==> src/rtl/seq_shifter_if.sv <==
// Request/result handshake bundle for the sequential shifter.
interface seq_shifter_if #(
    parameter int WIDTH = 32,
    parameter int SHW   = 5
);
    logic             in_valid;
    logic             in_ready;
    logic [WIDTH-1:0] a;
    logic [SHW-1:0]   shamt;
    logic [1:0]       mode;
    logic             out_valid;
    logic             out_ready;
    logic [WIDTH-1:0] y;

    modport master (
        output in_valid, a, shamt, mode, out_ready,
        input  in_ready, out_valid, y
    );

    modport slave (
        input  in_valid, a, shamt, mode, out_ready,
        output in_ready, out_valid, y
    );
endinterface

==> src/rtl/seq_shifter.sv <==
// Multi-cycle shifter: SLL/SRL/SRA/ROL, up to STEP bits per cycle.
module seq_shifter #(
    parameter int WIDTH = 32,
    parameter int SHW   = 5,
    parameter int STEP  = 1
) (
    input  logic        clk,
    input  logic        rst_n,
    seq_shifter_if.slave bus,
    output logic        busy
);
    typedef enum logic [1:0] {
        IDLE  = 2'd0,
        SHIFT = 2'd1,
        DONE  = 2'd2
    } state_t;

    localparam logic [SHW:0] STEP_W  = (SHW+1)'(STEP);
    localparam logic [SHW:0] WIDTH_W = (SHW+1)'(WIDTH);

    state_t           state_q, state_d;
    logic [WIDTH-1:0] data_q, data_d;
    logic [SHW-1:0]   rem_q, rem_d;
    logic [1:0]       mode_q, mode_d;
    logic [SHW:0]     k;
    logic [WIDTH-1:0] shifted;

    always_ff @(posedge clk or negedge rst_n) begin
        if (!rst_n) begin
            state_q <= IDLE;
            data_q  <= '0;
            rem_q   <= '0;
            mode_q  <= 2'b00;
        end else begin
            state_q <= state_d;
            data_q  <= data_d;
            rem_q   <= rem_d;
            mode_q  <= mode_d;
        end
    end

    // k = min(rem, STEP); one extra bit so STEP == WIDTH fits
    always_comb begin
        k = ({1'b0, rem_q} < STEP_W) ? {1'b0, rem_q} : STEP_W;
        shifted = data_q;
        unique case (mode_q)
            2'b00: shifted = data_q << k;
            2'b01: shifted = data_q >> k;
            2'b10: shifted = $unsigned($signed(data_q) >>> k);
            2'b11: shifted = (data_q << k) | (data_q >> (WIDTH_W - k));
            default: shifted = data_q;
        endcase
    end

    always_comb begin
        state_d = state_q;
        data_d  = data_q;
        rem_d   = rem_q;
        mode_d  = mode_q;
        unique case (state_q)
            IDLE: begin
                if (bus.in_valid) begin
                    data_d  = bus.a;
                    mode_d  = bus.mode;
                    rem_d   = bus.shamt;
                    state_d = (bus.shamt == '0) ? DONE : SHIFT;
                end
            end
            SHIFT: begin
                data_d = shifted;
                rem_d  = rem_q - k[SHW-1:0];
                if (rem_d == '0) state_d = DONE;
            end
            DONE: begin
                if (bus.out_ready) state_d = IDLE;
            end
            default: state_d = IDLE;
        endcase
    end

    assign bus.in_ready  = (state_q == IDLE);
    assign bus.out_valid = (state_q == DONE);
    assign bus.y         = data_q;
    assign busy          = (state_q != IDLE);
endmodule

==> src/flat_wrapper.sv <==
// flat-port wrapper written by rule: the top's interface ports become plain ports
module seq_shifter_flat 
#(
    parameter int WIDTH = 32,
    parameter int SHW   = 5,
    parameter int STEP  = 1
)
  (clk, rst_n, busy, bus_in_valid, bus_a, bus_shamt, bus_mode, bus_out_ready, bus_in_ready, bus_out_valid, bus_y);
  seq_shifter_if #(.WIDTH(WIDTH), .SHW(SHW)) bus_i ();
  input  logic clk;
  input  logic rst_n;
  output logic busy;
  input wire logic [$bits(bus_i.in_valid)-1:0] bus_in_valid;
  input wire logic [$bits(bus_i.a)-1:0] bus_a;
  input wire logic [$bits(bus_i.shamt)-1:0] bus_shamt;
  input wire logic [$bits(bus_i.mode)-1:0] bus_mode;
  input wire logic [$bits(bus_i.out_ready)-1:0] bus_out_ready;
  output wire logic [$bits(bus_i.in_ready)-1:0] bus_in_ready;
  output wire logic [$bits(bus_i.out_valid)-1:0] bus_out_valid;
  output wire logic [$bits(bus_i.y)-1:0] bus_y;
  assign bus_i.in_valid = bus_in_valid;
  assign bus_i.a = bus_a;
  assign bus_i.shamt = bus_shamt;
  assign bus_i.mode = bus_mode;
  assign bus_i.out_ready = bus_out_ready;
  assign bus_in_ready = bus_i.in_ready;
  assign bus_out_valid = bus_i.out_valid;
  assign bus_y = bus_i.y;
  seq_shifter #(.WIDTH(WIDTH), .SHW(SHW), .STEP(STEP)) u_core (.clk(clk), .rst_n(rst_n), .bus(bus_i), .busy(busy));
endmodule
==> config.mk <==
export PLATFORM = sky130hd
export DESIGN_NAME = seq_shifter_flat
export DESIGN_NICKNAME = d
export VERILOG_FILES = /design/src/rtl/seq_shifter_if.sv /design/src/rtl/seq_shifter.sv /design/src/flat_wrapper.sv
export SDC_FILE = /design/constraint.sdc
export NUM_CORES = 1
export LEC_CHECK = 0
export CAP_MARGIN = 10
export CORE_MARGIN = 5
export CORE_UTILIZATION = 53
export DETAILED_ROUTE_END_ITERATION = 8
export PLACE_DENSITY_LB_ADDON = 0.12
export SLEW_MARGIN = 20
export SYNTH_ARGS = -nofsm -noshare
export SYNTH_HDL_FRONTEND = slang
export SYNTH_SLANG_ARGS = --single-unit
==> constraint.sdc <==
create_clock -name clk -period 5.7 [get_ports clk]
set_clock_uncertainty 0.05 [all_clocks]
set_input_delay 0.855 -clock clk [delete_from_list [all_inputs] [get_ports clk]]
set_output_delay 0.855 -clock clk [all_outputs]
set_load 0.1 [all_outputs]
==> results.cfg <==
[yosys]
synth_cells = 385
synthFlopType = dfrtp_1
async_flop_share_pct = 100
syn_area_sq_um = 3010
netlist_top_cells_area = dfrtp_1, a21oi_1, nor2_1
synth_nets = 430
synth_commonest_cells = nor2_1, a21oi_1, dfrtp_1
synth_seq_cells = 41
synth-edff-count = 0
yosysSeqAreaShare_pct = 34.1
synth.largest_area_cell = dfrtp_1
yosys_warnings = 0
synth_cell_type_count = 54
synth_top_area_share_pct = 34.1
yosysMostFrequentCell = nor2_1
syn_area_per_cell_sq_um = 7.82

[final_layout]
syn_to_final_growth_pct = 28.5
multiInputGateArea_sq_um = 1810
n_antenna_cell = 0
drive_above_1_share_pct = 6.09
fill_cells = 468
fin_area_sq_um = 3870
nets = 488
seq_area_sq_um = 1030

[timing]
worstMarginPinSlew_ns = 1.07
relSlewSlack_pct = 28.2
final.min_clock_period_ns = 3.84
fin_crit_sh_pct = 67.3
hold_viol = 0
setup_violations = 0
max_freq_mhz = 261
rsz0062_at_grt = no
maxSlewViolCount = 0
setup_tns_ns = 0

[detailed_routing]
via_count = 3317
viasPerCell = 6.44
drc = 0
ant_nets = 0
dr.pass1.iters = 5
wl_mm = 10.2
wl_per_cell_um = 19.8
drt_first_iter_violations = 507

[job]
cap_violations = 0

[critical_path]
r2r_cells = 7
crit_slowest_cell = ha_1
cp.buffers_inverters = 1
cp.depth = 7
endpoint_kind = register
cp.arrival_ns = 3.98
cp.required_ns = 5.85
cp_max_fo = 21
critical_path_class = register to register
cpPeakStageDelay_ns = 0.71
cpLargestDelayFamily = simple AND/OR/NAND/NOR gates
worstPathCellList = or4_4 > nand2b_4 > inv_1 > ha_1 > mux4_2 > a2111oi_2 > o21ai_1
cp-start-kind = register

[grt]
grt_pass1_vias = 3168
grt_overflow = 0
grt_usage_pct = 28.4
grt_max_degree = 42
grt_pass1_wl_mm = 16.5
antenna_found_initial = 0

[worst_hold_path]
hp-class = register to register
holdPathStages = 2

[die]
die_w_um = 85.4
placementRows = 27
coreArea_sq_um = 5510
die_area_sq_um = 7290
die_y_um = 85.4
ioPinCount = 78
initial_core_util_pct = 54.7

[placed_design]
dp_hpwl_mm = 6.89
portBuffers = 77
dpl_cell_area_sq_um = 3780
globalplace.congestion = 0.941

[clock_network]
clk-insertion-delay-late_ns = 0.31
cts_buffer_depth = 2
hold_buffers = 0
cts_resized = 0
cts.root.buffer_cell = clkbuf_8
post_cts_buffers = 0
numCtsBuffers = 5
path_clk_slew_ns = 0.08
cts_sinks = 41
htreeDepth = 2
cts_tree = built

[run_status]
status = finished, final reports clean
-- worst register-to-register path: cells and delay by family, from the launching register on --
kind / cells / cell delay [ns]
and+or+nand+nor: 2 / 0.86
adders and majority gates: 1 / 0.71
muxes: 1 / 0.63
buffers and inverters: 1 / 0.58
AOI/OAI and AO/OA: 2 / 0.47
DFF: 1 / 0.43
-- sequential cells by signal, summed over array words and instances, names as in the netlist --
signal / flops
u_core.bus.y: 32
u_core.mode_q: 2
u_core.rem_q: 5
u_core.state_q: 2
-- per-stage QoR --
| step | setup WS (ns) | cells | hold WS, ns | util (%) |
|---|---|---|---|---|
| 3_5_place_dp | 1.90 | 508 | 0.529 | 68.7 |
| 5_1_grt | 1.70 | 515 | 0.586 | 70.3 |
| 4_1_cts | 1.90 | 515 | 0.539 | 70.2 |
| 2_1_floorplan | 1.82 | 385 | 0.485 | - |
| 6_report | 1.86 | 515 | 0.553 | 70.3 |
| 3_3_place_gp | 1.97 | 508 | 0.514 | 68.7 |
-- routing by layer --
| metal | GRT usage (%) | wire length (um) |
|---|---|---|
| met2 | 42.4 | 4710 |
| met5 | 0 | 0 |
| met1 | 39.9 | 4210 |
| met3 | 6.50 | 1020 |
| met4 | 10.6 | 251 |
-- cell families after synthesis --
family,count (synthesis),share of synthesized area [%]
flops,41,34.1
other cells,1,0.125
buf+inv,46,6.48
simple gates,146,22.0
compound gates,123,26.1
fa+ha+maj,2,0.831
mux,24,9.80
xor+xnor,2,0.582
-- path summary, 6_finish.rpt --
kind | from | to | slack, ns
setup / recovery | u_core.rem_q[1] | u_core.bus.y[20] | 1.86
setup reg to reg | u_core.rem_q[1] | u_core.bus.y[20] | 1.86
min in group asynchronous | rst_n | u_core.mode_q[0] | 0.63
max in group asynchronous | rst_n | u_core.rem_q[3] | 4.34
hold reg to reg | u_core.rem_q[3] | u_core.rem_q[3] | 0.55
hold / removal | u_core.rem_q[3] | u_core.rem_q[3] | 0.55
-- area by class of cell --
class | count | share of cell area (%)
Tap cell | 72 | 2.33
Inverter | 15 | 1.45
Sequential cell | 41 | 26.5
Timing Repair Buffer | 82 | 20.7
Clock buffer | 7 | 2.23
Multi-Input combinational cell | 298 | 46.7
-- cells in the final DEF, fill, tap and decap left out, drive strengths merged, types with 3 or more instances in the layout --
cell type / count
dfrtp: 41
nand3: 7
nand2: 39
a22oi: 3
clkbuf: 7
a221o: 6
and3: 3
o22ai: 13
mux4: 4
nor3: 23
or4: 4
clkdlybuf4s50: 76
nor2: 53
o21ai: 26
nor2b: 4
a211oi: 3
mux2i: 16
mux2: 4
a31oi: 4
o2111ai: 3
a221oi: 4
a2bb2oi: 3
inv: 15
or3: 6
a21oi: 42
buf: 6
Power is not shown: default switching activity piles up to over one toggle a cycle in this logic, so the estimate is an artifact.
